### src/rtl/td4x_core_if.sv
// Instruction and data bus bundle for td4x_core.
// master = core side, slave = ROM/RAM side.
interface td4x_core_if #(
   parameter int DATA_W = 4,
   parameter int ADDR_W = 4,
   parameter int PAGE_W = 4
) ();
   logic                     instr_req;
   logic [ADDR_W-1:0]        instr_addr;
   logic [DATA_W+3:0]        instr;
   logic                     instr_valid;
   logic                     data_req;
   logic                     data_we;
   logic [PAGE_W+DATA_W-1:0] data_addr;
   logic [DATA_W-1:0]        data_wdata;
   logic [DATA_W-1:0]        data_rdata;
   logic                     data_ack;

   modport master (
      output instr_req, instr_addr, data_req, data_we, data_addr, data_wdata,
      input  instr, instr_valid, data_rdata, data_ack
   );

   modport slave (
      input  instr_req, instr_addr, data_req, data_we, data_addr, data_wdata,
      output instr, instr_valid, data_rdata, data_ack
   );
endinterface

### src/rtl/td4x_core.sv
// Parametrised TD4-style accumulator CPU with FETCH/EXEC/MEM sequencing
// and valid/ack handshakes so slow ROM/RAM can stretch any access.
module td4x_core #(
   parameter int DATA_W = 4,
   parameter int ADDR_W = 4,
   parameter int BANK_W = 4,
   parameter int PAGE_W = 4
) (
   input  logic              clk,
   input  logic              reset,
   td4x_core_if.master       bus,
   input  logic [DATA_W-1:0] in_port,
   output logic [DATA_W-1:0] out_port,
   output logic [BANK_W-1:0] bank_out,
   output logic [PAGE_W-1:0] page_out,
   output logic              carry
);

   typedef enum logic [1:0] {S_FETCH, S_EXEC, S_MEM} state_t;

   state_t            state_q, state_d;
   logic [ADDR_W-1:0] pc_q, pc_d;
   logic [DATA_W-1:0] a_q, a_d;
   logic [DATA_W-1:0] b_q, b_d;
   logic [DATA_W-1:0] out_q, out_d;
   logic [BANK_W-1:0] bank_q, bank_d;
   logic [PAGE_W-1:0] page_q, page_d;
   logic              carry_q, carry_d;
   logic [DATA_W+3:0] ir_q, ir_d;

   logic [3:0]        opcode;
   logic [DATA_W-1:0] imm;
   logic [DATA_W-1:0] src;
   logic [DATA_W:0]   sum;
   logic [ADDR_W-1:0] pc_inc;
   logic [ADDR_W-1:0] pc_imm;

   assign opcode = ir_q[DATA_W+3:DATA_W];
   assign imm    = ir_q[DATA_W-1:0];
   assign pc_inc = pc_q + ADDR_W'(1);
   assign pc_imm = ADDR_W'(imm);

   // Adder operand; MOV-immediate forms fall through to src=0.
   always_comb begin
      src = '0;
      case (opcode)
         4'b0000, 4'b0100: src = a_q;
         4'b0001, 4'b0101, 4'b1001: src = b_q;
         4'b0010, 4'b0110: src = in_port;
         default: src = '0;
      endcase
   end

   assign sum = {1'b0, src} + {1'b0, imm};

   // MEM-phase bus fields come straight from registers, so they hold until ack.
   assign bus.instr_addr = pc_q;
   assign bus.data_addr  = {page_q, imm};
   assign bus.data_we    = opcode[1];
   assign bus.data_wdata = a_q;

   always_comb begin
      state_d       = state_q;
      pc_d          = pc_q;
      a_d           = a_q;
      b_d           = b_q;
      out_d         = out_q;
      bank_d        = bank_q;
      page_d        = page_q;
      carry_d       = carry_q;
      ir_d          = ir_q;
      bus.instr_req = 1'b0;
      bus.data_req  = 1'b0;

      case (state_q)
         S_FETCH: begin
            bus.instr_req = 1'b1;
            if (bus.instr_valid) begin
               ir_d    = bus.instr;
               state_d = S_EXEC;
            end
         end

         S_EXEC: begin
            state_d = S_FETCH;
            pc_d    = pc_inc;
            carry_d = 1'b0;
            case (opcode)
               4'b0000, 4'b0001, 4'b0010: begin
                  a_d     = sum[DATA_W-1:0];
                  carry_d = sum[DATA_W];
               end
               4'b0011: a_d = imm;
               4'b0100, 4'b0101, 4'b0110: begin
                  b_d     = sum[DATA_W-1:0];
                  carry_d = sum[DATA_W];
               end
               4'b0111: b_d = imm;
               4'b1000, 4'b1010: begin
                  state_d = S_MEM;
                  pc_d    = pc_q;
                  carry_d = carry_q;
               end
               4'b1001: begin
                  out_d   = sum[DATA_W-1:0];
                  carry_d = sum[DATA_W];
               end
               4'b1011: out_d  = imm;
               4'b1100: bank_d = imm[BANK_W-1:0];
               4'b1101: page_d = imm[PAGE_W-1:0];
               4'b1110: if (!carry_q) pc_d = pc_imm;
               default: pc_d = pc_imm;
            endcase
         end

         S_MEM: begin
            bus.data_req = 1'b1;
            if (bus.data_ack) begin
               if (!opcode[1]) a_d = bus.data_rdata;
               carry_d = 1'b0;
               pc_d    = pc_inc;
               state_d = S_FETCH;
            end
         end

         default: state_d = S_FETCH;
      endcase

      if (reset) begin
         bus.instr_req = 1'b0;
         bus.data_req  = 1'b0;
      end
   end

   always_ff @(posedge clk) begin
      if (reset) begin
         state_q <= S_FETCH;
         pc_q    <= '0;
         a_q     <= '0;
         b_q     <= '0;
         out_q   <= '0;
         bank_q  <= '0;
         page_q  <= '0;
         carry_q <= 1'b0;
         ir_q    <= '0;
      end else begin
         state_q <= state_d;
         pc_q    <= pc_d;
         a_q     <= a_d;
         b_q     <= b_d;
         out_q   <= out_d;
         bank_q  <= bank_d;
         page_q  <= page_d;
         carry_q <= carry_d;
         ir_q    <= ir_d;
      end
   end

   assign out_port = out_q;
   assign bank_out = bank_q;
   assign page_out = page_q;
   assign carry    = carry_q;

endmodule

### src/flat_wrapper.sv
// flat-port wrapper written by rule: the top's interface ports become plain ports
module td4x_core_flat 
#(
   parameter int DATA_W = 4,
   parameter int ADDR_W = 4,
   parameter int BANK_W = 4,
   parameter int PAGE_W = 4
)
  (clk, reset, in_port, out_port, bank_out, page_out, carry, bus_instr_req, bus_instr_addr, bus_data_req, bus_data_we, bus_data_addr, bus_data_wdata, bus_instr, bus_instr_valid, bus_data_rdata, bus_data_ack);
  td4x_core_if #(.DATA_W(DATA_W), .ADDR_W(ADDR_W), .PAGE_W(PAGE_W)) bus_i ();
  input  logic clk;
  input  logic reset;
  input  logic [DATA_W-1:0] in_port;
  output logic [DATA_W-1:0] out_port;
  output logic [BANK_W-1:0] bank_out;
  output logic [PAGE_W-1:0] page_out;
  output logic carry;
  output wire logic [$bits(bus_i.instr_req)-1:0] bus_instr_req;
  output wire logic [$bits(bus_i.instr_addr)-1:0] bus_instr_addr;
  output wire logic [$bits(bus_i.data_req)-1:0] bus_data_req;
  output wire logic [$bits(bus_i.data_we)-1:0] bus_data_we;
  output wire logic [$bits(bus_i.data_addr)-1:0] bus_data_addr;
  output wire logic [$bits(bus_i.data_wdata)-1:0] bus_data_wdata;
  input wire logic [$bits(bus_i.instr)-1:0] bus_instr;
  input wire logic [$bits(bus_i.instr_valid)-1:0] bus_instr_valid;
  input wire logic [$bits(bus_i.data_rdata)-1:0] bus_data_rdata;
  input wire logic [$bits(bus_i.data_ack)-1:0] bus_data_ack;
  assign bus_instr_req = bus_i.instr_req;
  assign bus_instr_addr = bus_i.instr_addr;
  assign bus_data_req = bus_i.data_req;
  assign bus_data_we = bus_i.data_we;
  assign bus_data_addr = bus_i.data_addr;
  assign bus_data_wdata = bus_i.data_wdata;
  assign bus_i.instr = bus_instr;
  assign bus_i.instr_valid = bus_instr_valid;
  assign bus_i.data_rdata = bus_data_rdata;
  assign bus_i.data_ack = bus_data_ack;
  td4x_core #(.DATA_W(DATA_W), .ADDR_W(ADDR_W), .BANK_W(BANK_W), .PAGE_W(PAGE_W)) u_core (.clk(clk), .reset(reset), .bus(bus_i), .in_port(in_port), .out_port(out_port), .bank_out(bank_out), .page_out(page_out), .carry(carry));
endmodule
### config.mk
export PLATFORM = sky130hd
export DESIGN_NAME = td4x_core_flat
export DESIGN_NICKNAME = d
export VERILOG_FILES = /design/src/rtl/td4x_core_if.sv /design/src/rtl/td4x_core.sv /design/src/flat_wrapper.sv
export SDC_FILE = /design/constraint.sdc
export NUM_CORES = 1
export LEC_CHECK = 0
export BUFFER_PORTS_ARGS = -buffer_cell sky130_fd_sc_hd__buf_4
export CAP_MARGIN = 20
export CORE_ASPECT_RATIO = 0.75
export CORE_MARGIN = 3
export CORE_UTILIZATION = 56
export DETAILED_ROUTE_END_ITERATION = 6
export GPL_TIMING_DRIVEN = 0
export PLACE_DENSITY_LB_ADDON = 0.08
export SLEW_MARGIN = 20
export SYNTH_ARGS = -nofsm -noshare
export SYNTH_HDL_FRONTEND = slang
export SYNTH_SLANG_ARGS = --single-unit
### constraint.sdc
create_clock -name clk -period 6.8 [get_ports clk]
set_input_delay 2.04 -clock clk [delete_from_list [all_inputs] [get_ports clk]]
set_output_delay 2.04 -clock clk [all_outputs]
set_load 0.01 [all_outputs]
After elaboration in Yosys (flattened, before gate mapping)
Index checks and enable logic that the tools add are counted.
Storage, ports and cells
  register bits: 35
Operators by class
  $add $sub $neg: 2
  eq/ne operators: 21
  mux-type cells: 22
  reductions and logical operators: 21
Operator list (number)
  4-bit one-hot mux with 2 select lines: 5
  4-bit == test, second input constant: 7
  4-bit one-hot mux with 3 select lines: 2
  4-bit by 3-bit == test with 1-bit output, second input constant: 4
  4-bit 2-to-1 mux: 4
  2-bit AND reduction: 6
  12-bit OR reduction: 1
  3-bit OR reduction: 3
  4-bit by 2-bit == test with 1-bit output, second input constant: 2
  2-bit inequality test, second input constant: 4
  7-bit OR reduction: 1
  2-bit 2-to-1 mux: 3
  2-bit one-hot mux with 3 select lines: 1
  2-bit nonzero test: 3
  2-bit OR reduction: 3
  4-bit by 4-bit adder with 5-bit output: 1
  1-bit 2-to-1 mux: 5
  4-bit by 1-bit adder with 4-bit output, second input constant: 1
  4-bit by 1-bit == test with 1-bit output, second input constant: 1
  4-bit logical NOT: 1
  1-bit one-hot mux with 2 select lines: 2
  4-bit AND reduction: 1
  3-bit inequality test, second input constant: 1
  3-bit AND reduction: 1
  other kinds (3): 3

Longest topological paths before layout
Gate-level depths: netlist (run 1).
  depth in word-level cells: 6
  depth in mapped cells: 12
  gate-level depth less buffers: 11

Worst setup path before layout (run 1)
No wires, ideal clock.
  path kind: input to output
  start: input reset
  end: output bus_data_req
  arrival time: 2.717 ns
  data required time: 4.760 ns
  path slack: 2.043 ns
  stages: 3
  path buffers: 2
  cells stage by stage: clkbuf_1 buf_1 nor2_1
Between the ends
  longest elaborated chain between the ends: 1
Ends and longest elaborated chain
  start, declared: line flat_wrapper.sv:12  | input logic reset;
  1-bit 2-to-1 mux: line td4x_core.sv:129  | if (reset) begin
  end, declared: line flat_wrapper.sv:20  | output wire logic [$bits(bus_i.data_req)-1:0] bus_data_req;
No other way between the ends.

Worst setup path in the final report (run 1)
Same ends and word-level chain as after synthesis.

==> metrics.cfg, run 1 <==
[worst_hold_path]
min_path_cells=2
min_path_type=reg2reg
hold_end=u_core.b_q[2]
hp-start=u_core.b_q[2]

[floorplanning]
die_y_um=57.5
die_x_um=74.7
start_util_pct=59.5
pin_count=52
core_area_um2=3330
die_area_um2=4300
rows=18

[outcome]
status=completed

[timing]
tightest_slew_ps=511
period_minus_slack_ps=5070
finalSetupTns_ps=0
relSlewSlack_pct=65.9
min_period_over_period_pct=74.6
max_clock_freq_mhz=197
drv_slew=0
fin_skew_ps=6.56
final-setup-viol-count=0
holdWs_ps=460
hold_violations=0
rsz0062_at_grt=no
timing.final.ws_setup_ps=1730

[clocking]
tritoncts.num_buffers=5
cts_max_level=2
clock_sinks=35
clk_pin_slew_ps=80
cts-root-buf=clkbuf_8
cts_setup_buffers=0
cts_hold_buffers=0
cts_tree=built
insertion_delay_ps=300
cts_buffer_depth=2
ctsResizeCount=0

[global_routing]
grt_pass1_vias=1562
grt_max_degree=12
track_usage_pct=23.9
grt_pass1_wl_mm=7.70
grt_overflow=0
antenna_found_initial=0

[placed_design]
place_hpwl_mm=3.42
portBuffers=50
placed_area_um2=2410
dpl_worst_slack_ps=1720
dp.cells=306
gp_congestion=0.861

[worst_setup_path]
r2r_cells=11
rr_startpoint=u_core.ir_q[6]
r2r_setup_slack_ps=4070
r2r-end=u_core.bus.data_wdata[3]
cp-end-kind=primary output
crit_required_ps=4760
worst_setup_path_start_kind=input port
worstPathMaxFanout=10
worstPathArrival_ps=3030
setup.worst_path.class=in2out

[detailed_routing]
drt-total-wl_mm=4.54
vias=1721
avgRoutedWirePerCell_um=14.4
drt-pass1-iter-count=4
ant_nets=0
vias_per_cell=5.48
drt_iter0_drc=168
drt_drc_violations_left=0

[synthesis]
synth_edf_count=0
yosysUniqueCellTypes=44
ys_warn_count=0
synth_nets=242
ys.flop_type=dfxtp_1
ys_seq_elements=35
syn_avg_cell_area_um2=9.18
syn_area_um2=1980
synth-async-reset-ratio_pct=0
ys_seq_area_share_pct=35.3
synth_cells=216

[finish]
syn2layout_area_growth_pct=25.7
diodes=0
final_nets=299
drive_above_1_share_pct=31.4
nFillCells=267
design_area_um2=2490
fin_cells=314

[job]
maxCapViolations=0

[pwr]
power_density_nw_per_um2=182
ir_drop_mv=0.153
p_leak_nw=1.02

## worst max-delay path, cell delays in order
cell and delay [ps]:
clkbuf_1 350, buf_1 390, nor2_1 90, buf_4 160
## metrics by stage
step	util, %	power, mW
global placement	72.3	0.306
detailed placement	72.3	0.307
finish	74.8	0.453
floorplan	-	0.277
CTS	74.8	0.454
global route	74.8	0.473
## area by class of cell
type	instances	area (um^2)	share of cell area [%]
multi-input cells	160	1140	45.6
flip-flops and latches	35	701	28.1
repair buffers	50	375	15.1
plain buffers	19	133	5.32
clock buffers	6	72.6	2.91
well taps	40	50.0	2.01
clock inverters	2	12.5	0.502
inverters	2	12.5	0.502
## cells in the final DEF, fill, tap and decap left out, types with 2 or more instances in the layout
master and count:
buf_4 62, dfxtp_1 35, nor2_1 31, mux2i_1 27
nand2_1 18, a21oi_1 14, o21ai_0 8, nor2b_1 8
o221ai_1 8, nand2b_1 5, ha_1 5, clkbuf_8 5
clkbuf_1 4, a211oi_1 3, o21ai_2 3, buf_6 2
nor3b_1 2, nor4_4 2, nand3_1 2, and2_1 2
o2bb2ai_1 2
## registers in the layout, indices dropped and copies added (netlist names)
| name | count |
|---|---|
| u_core.bus.instr_addr | 4 |
| u_core.bus.data_wdata | 4 |
| u_core.bank_out | 4 |
| u_core.carry | 1 |
| u_core.page_out | 4 |
| u_core.ir_q | 8 |
| u_core.state_q | 2 |
| u_core.out_port | 4 |
| u_core.b_q | 4 |
## report_power, final
| group | leakage (nW) | switching [mW] | total [mW] | internal [mW] |
|---|---|---|---|---|
| logic | 0.691 | 0.0428 | 0.0819 | 0.0391 |
| registers | 0.284 | 0.00939 | 0.221 | 0.212 |
| clock network | 0.0412 | 0.0784 | 0.150 | 0.0715 |
## worst max path at each step
stage / start / end / slack [ps] / depth (start not counted)
after global routing: reset / bus_data_req / 1650 / 4
after CTS: reset / bus_data_req / 1730 / 4
after global placement: reset / bus_data_req / 1720 / 4
after detailed placement: reset / bus_data_req / 1720 / 4
final: reset / bus_data_req / 1730 / 4
after floorplan: reset / bus_data_req / 2040 / 3
## Yosys cell counts (3+ instances only)
master,n,share of area [%]
a21oi_1,14,3.5
dfxtp_1,35,35
nor2b_1,8,2.5
o21ai_2,3,1.3
a211oi_1,3,1.1
nand2_1,18,3.4
nor2_1,31,5.9
buf_4,12,4.5
mux2i_1,27,14
nand2b_1,5,1.6
o221ai_1,8,3.5
o21ai_0,8,2.0
clkbuf_1,3,0.57
ha_1,5,3.2
## cell families (layout without fill, tap and decap cells)
group	count (synthesis)	after routing	share of synthesized area, %
xor+xnor	2	2	0.883
simple gates	79	79	21.0
flops	35	35	35.3
compound gates	46	46	17.7
buf+inv	21	79	7.32
fa+ha+maj	6	6	4.16
mux	27	27	13.6
## routing by layer
metal | vias up | GRT usage [%] | share of wire [%]
met1 | 789 | 36.3 | 49
li1 | 871 | - | -
met5 | - | 0 | 0
met2 | 53 | 32.5 | 42
met3 | 8 | 7.04 | 7.9
met4 | 0 | 6.35 | 1.6
Power figures use the tool's default switching activity.
==> run 2: changes to the inputs <==
ABC_AREA = 1   (was default)
CORE_UTILIZATION = 52   (was 56)
clock period = 4.8 ns   (was 6.8 ns; I/O delays follow)
==> run 2 against run 1 <==
  * First-iteration DRC count decreased by 8.9%
  * Clock power increased by 41%
  * Global-route usage decreased by 0.86 points
  * Die area increased by 7.3%
  * Core utilization decreased by 2.4 points
  * Largest cell class unchanged
  * Largest power group unchanged
==> metrics.cfg, run 2 <==
[pwr]
ir_drop_mv=0.230
power_density_nw_per_um2=272
p_leak_nw=1.18

[clocking]
cts_buffer_depth=2
clock_sinks=35
cts_tree=built
insertion_delay_ps=280
cts-root-buf=clkbuf_8
cts_setup_buffers=0
ctsResizeCount=0
cts_max_level=2
cts_hold_buffers=0
tritoncts.num_buffers=5
clk_pin_slew_ps=70

[placed_design]
place_hpwl_mm=3.84
gp_congestion=0.877
dpl_worst_slack_ps=1490
portBuffers=50
dp.cells=378
placed_area_um2=2430

[detailed_routing]
ant_nets=0
drt-total-wl_mm=5.08
drt_iter0_drc=153
avgRoutedWirePerCell_um=13.2
vias_per_cell=5.16
vias=1993
drt-pass1-iter-count=5
drt_drc_violations_left=0

[finish]
final_cell_mix=buf_4, nand2_1, a21oi_1, o21ai_0, dfxtp_1
syn2layout_area_growth_pct=26.1
drive_above_1_share_pct=26.2
fin_cells=386
final_nets=361
largest_reg_flops=8
diodes=0
design_area_um2=2510
max_flop_register=u_core.ir_q
final_common_cell=buf_4
nFillCells=310

[synthesis]
synth_xor_area_share_pct=1.32
ys_warn_count=0
synth_nets=304
ys.flop_type=dfxtp_1
syn_area_um2=1990
synth_compound_area_share_pct=20.2
synth_top_family_by_area=simple AND/OR/NAND/NOR gates
synth-async-reset-ratio_pct=0
synth_cells=278
ys_seq_area_share_pct=35.2
yosysUniqueCellTypes=33
synthTopCellsByArea=dfxtp_1, a21oi_1, nand2_1
yosys.area_share.simple_pct=28.8
syn_avg_cell_area_um2=7.16
synth_common_cells=nand2_1, a21oi_1, dfxtp_1, o21ai_0, nor2_1
synth_edf_count=0
synth.area.mux_share_pct=0
yosysTopAreaCell=dfxtp_1
synthAdderAreaFrac_pct=4.15
yosysMostFrequentCell=nand2_1
yosys.area.top_type_share_pct=35.2
ys_seq_elements=35

[timing]
max_clock_freq_mhz=301
timing.final.ws_setup_ps=1480
rsz0062_at_grt=no
hold_violations=0
relSlewSlack_pct=63.8
final-setup-viol-count=0
period_minus_slack_ps=3320
fin_skew_ps=3.12
tightest_slew_ps=538
min_period_over_period_pct=69.1
drv_slew=0
finalSetupTns_ps=0

[worst_setup_path]
crit_required_ps=3360
rr_startpoint=u_core.ir_q[5]
worstPathMaxFanout=10
r2r_cells=11
r2r_setup_slack_ps=2360
worstPathArrival_ps=1880
worst_setup_path_start_kind=input port
setup.worst_path.class=in2out
r2r-end=u_core.b_q[2]
cp-end-kind=primary output

[global_routing]
grt_use_met2_pct=36.5
track_usage_pct=23.0
use_met1_pct=30.5
grt-busiest-layer=met2
met3_usage_pct=5.93
grt_pass1_vias=1784
grt_max_degree=11
antenna_found_initial=0
grt_pass1_wl_mm=8.27
grt_overflow=0

[floorplanning]
pin_count=52
die_area_um2=4610
die_x_um=77.4
start_util_pct=57.4
rows=18
die_y_um=59.6
core_area_um2=3470

[worst_hold_path]
min_path_type=reg2reg
min_path_cells=2
hp-start=u_core.bank_out[1]
hold_end=u_core.bank_out[1]

[job]
maxCapViolations=0

[outcome]
status=completed

[run 2: cell types whose count changed after synthesis, sizes merged, moves of 4 or more]
cell | before | now
a211oi | 4 | 0
inv | 2 | 28
nand2 | 19 | 53
o21ai | 11 | 38
mux2i | 27 | 0
nor2b | 8 | 0
nand2b | 5 | 0
nand3 | 2 | 17
o221ai | 8 | 0
a21oi | 14 | 36
buf | 16 | 10
nand4 | 0 | 6
[run 2: metal layers]
layer  vias up  part of all wire, %  wire, um
li1       1031                    -         -
met1       879                   47      2370
met2        72                   44      2230
met3        11                  7.8       395
met4         0                  1.7        86
met5         -                    0         0
[run 2: cell families (layout without fill, tap and decap cells)]
kind of cell / after synthesis / in the layout
AOI/OAI and AO/OA: 77 / 77
xor gates and xnor gates: 3 / 3
adders and majority gates: 6 / 6
buffers and inverters: 43 / 101
DFF: 35 / 35
and+or+nand+nor: 114 / 114
[run 2: area by class of cell]
type | count | area [um^2] | share of cell area [%]
buffer | 13 | 83.8 | 3.34
clock buffer | 7 | 76.3 | 3.04
clock inverter | 1 | 5.00 | 0.199
inverter | 30 | 121 | 4.84
multi-input combinational | 200 | 1080 | 43.2
sequential | 35 | 701 | 27.9
tap | 50 | 62.6 | 2.49
timing repair buffer | 50 | 375 | 15.0
[run 2: how the worst max path moves through the flow]
stage / cells after the start / startpoint / slack, ps / endpoint
2_1_floorplan: 2 / reset / 1510 / bus_instr_req
3_3_place_gp: 3 / reset / 1480 / bus_instr_req
3_5_place_dp: 3 / reset / 1490 / bus_instr_req
4_1_cts: 3 / reset / 1480 / bus_instr_req
5_1_grt: 3 / reset / 1420 / bus_instr_req
6_report: 3 / reset / 1480 / bus_instr_req
[run 2: per-stage QoR]
step                util (%)  hold slack [ps]  total power, mW
floorplan                  -              468            0.423
global placement        70.0              434            0.474
detailed placement      70.0              437            0.477
CTS                     72.4              447            0.681
global route            72.4              459            0.713
finish                  72.4              446            0.683
[run 2: report_power, final]
group / total, mW / switching [mW] / internal (mW)
Sequential: 0.325 / 0.0211 / 0.304
Combinational: 0.147 / 0.0839 / 0.0630
Clock: 0.211 / 0.109 / 0.102
Total: 0.683 / 0.214 / 0.469
[run 2: worst max-delay path: stages]
cell and delay, ps:
buf_4 150, nor3_1 140, buf_4 150
==> run 3: changes to the inputs <==
ABC_AREA = 0   (was 1)
CORE_UTILIZATION = 47   (was 52)
clock period = 2.85 ns   (was 4.8 ns; I/O delays follow)
==> run 3 against run 2 <==
  * Die area increased by 9.3%
  * Via count fell by 15%
  * Register-to-register slack got worse by 2100 ps
  * Largest cell class unchanged
  * Critical path depth increased by 1
  * Highest routed layer unchanged
  * Critical endpoint is now bus_data_req
==> metrics.cfg, run 3 (synthesis gave the netlist of run 1 again) <==
[floorplanning]
die_x_um=81.0
die_y_um=62.3
pin_count=52
start_util_pct=51.5
rows=19
die_area_um2=5040
core_area_um2=3850

[timing]
period_minus_slack_ps=2740
finalSetupTns_ps=0
drv_slew=0
min_period_over_period_pct=96.0
final-setup-viol-count=0
hold_violations=0
fin_skew_ps=3.63
max_clock_freq_mhz=365
rsz0062_at_grt=no
holdWs_ps=456
tightest_slew_ps=515
relSlewSlack_pct=65.6

[pwr]
power_density_nw_per_um2=432
ir_drop_mv=0.404
switchingPower_mw=0.316
clkPwrFrac_pct=33.1
power.share.sequential_pct=48.6
power.share.switching_pct=29.1
p_total_mw=1.09
p_int_mw=0.769
p_leak_nw=1.02
combPwrFrac_pct=18.3

[worst_setup_path]
worstPathMaxFanout=10
critPathBufInv=3
cp-end-kind=primary output
crit_chain=clkbuf_1 -> buf_1 -> nor2_1 -> buf_4
worstPathArrival_ps=1880
cp_top_family=buffers and inverters
crit_required_ps=2000
max_stage_delay_ps=400
worst_setup_path_start_kind=input port
setup.worst_path.class=in2out
slowest_stage=buf_1

[global_routing]
grt_pass1_wl_mm=7.32
grt_overflow=0
grt_pass1_vias=1498
track_usage_pct=18.9
antenna_found_initial=0
grt_max_degree=12

[clocking]
cts_hold_buffers=0
cts_tree=built
insertion_delay_ps=290
tritoncts.num_buffers=5
clock_sinks=35
cts_buffer_depth=2
cts-root-buf=clkbuf_8
cts_max_level=2
cts_setup_buffers=0
clk_pin_slew_ps=70

[detailed_routing]
drt-total-wl_mm=4.68
drt_iter0_drc=94
drt-pass1-iter-count=4
avgRoutedWirePerCell_um=14.4
drt_drc_violations_left=0
ant_nets=0
vias=1694
vias_per_cell=5.20

[finish]
largest_reg_flops=8
nFillCells=340
fin_cells=326
final_common_cell=buf_4
final_nets=299
max_flop_register=u_core.ir_q
syn2layout_area_growth_pct=26.8
final_cell_mix=buf_4, dfxtp_1, nor2_1, mux2i_1, nand2_1
final_util_pct=65.3
drive_above_1_share_pct=31.8
diodes=0

[job]
maxCapViolations=0

[placed_design]
portBuffers=50
dp.cells=318
place_hpwl_mm=3.52
gp_congestion=0.876

[outcome]
status=completed

[worst_hold_path]
min_path_type=reg2reg

run 3: cell count changes in the layout (fill, tap and decap cells not counted), sizes merged, moves of 15 or more:
| cell | before | now |
|---|---|---|
| o21ai | 38 | 11 |
| nand3 | 17 | 2 |
| mux2i | 0 | 27 |
| inv | 28 | 2 |
| a21oi | 36 | 14 |
| nand2 | 53 | 19 |
run 3: metal layers:
| layer | routed length, um | vias up | global-route usage, % |
|---|---|---|---|
| met2 | 1800 | 61 | 24.5 |
| li1 | - | 875 | - |
| met1 | 2440 | 752 | 29.3 |
| met5 | 0 | - | 0 |
| met4 | 80 | 0 | 7.59 |
| met3 | 369 | 6 | 4.48 |
run 3: what timing repair did:
action,CTS,global route
endpoints found under the hold margin,0,0
endpoints found under the setup margin,0,4
resized for setup,0,1
run 3: worst register-to-register path, cell delays in order, from the launching register on:
cell and delay (ps):
dfxtp_1 300, buf_4 170, nand2_1 190, nor3b_2 320, nand2_1 80, o21ai_0 150
ha_1 300, a21o_1 150, a21oi_1 170, xnor2_1 200, a21oi_1 160, a2111oi_2 280
run 3: final timing paths:
check | start | end | slack (ps) | cells after the start
max | reset | bus_data_req | 110 | 4
min | u_core.out_port[3] | u_core.out_port[3] | 460 | 2
max reg2reg | u_core.ir_q[6] | u_core.bus.data_wdata[3] | 270 | 11
min reg2reg | u_core.out_port[3] | u_core.out_port[3] | 460 | 2
run 3: power by group through the flow:
stage / Combinational (mW) / Clock [mW] / Sequential (mW)
finish: 0.198 / 0.360 / 0.527
global placement: 0.194 / 0 / 0.538
global route: 0.214 / 0.385 / 0.530
detailed placement: 0.196 / 0 / 0.539
floorplan: 0.127 / 0 / 0.535
CTS: 0.197 / 0.367 / 0.527
run 3: through the flow:
stage,setup WS (ps),instance area (um^2)
detailed placement,148,2420
global placement,149,2420
global route,40.7,2510
floorplan,450,1980
CTS,128,2510
finish,113,2510
run 3: cell type report:
cell class	count	area (um^2)	share of cell area, %
inverters	2	12.5	0.498
flip-flops and latches	35	701	27.9
clock inverters	2	12.5	0.498
multi-input cells	160	1140	45.4
well taps	52	65.1	2.59
plain buffers	19	133	5.28
repair buffers	50	375	14.9
clock buffers	6	72.6	2.89
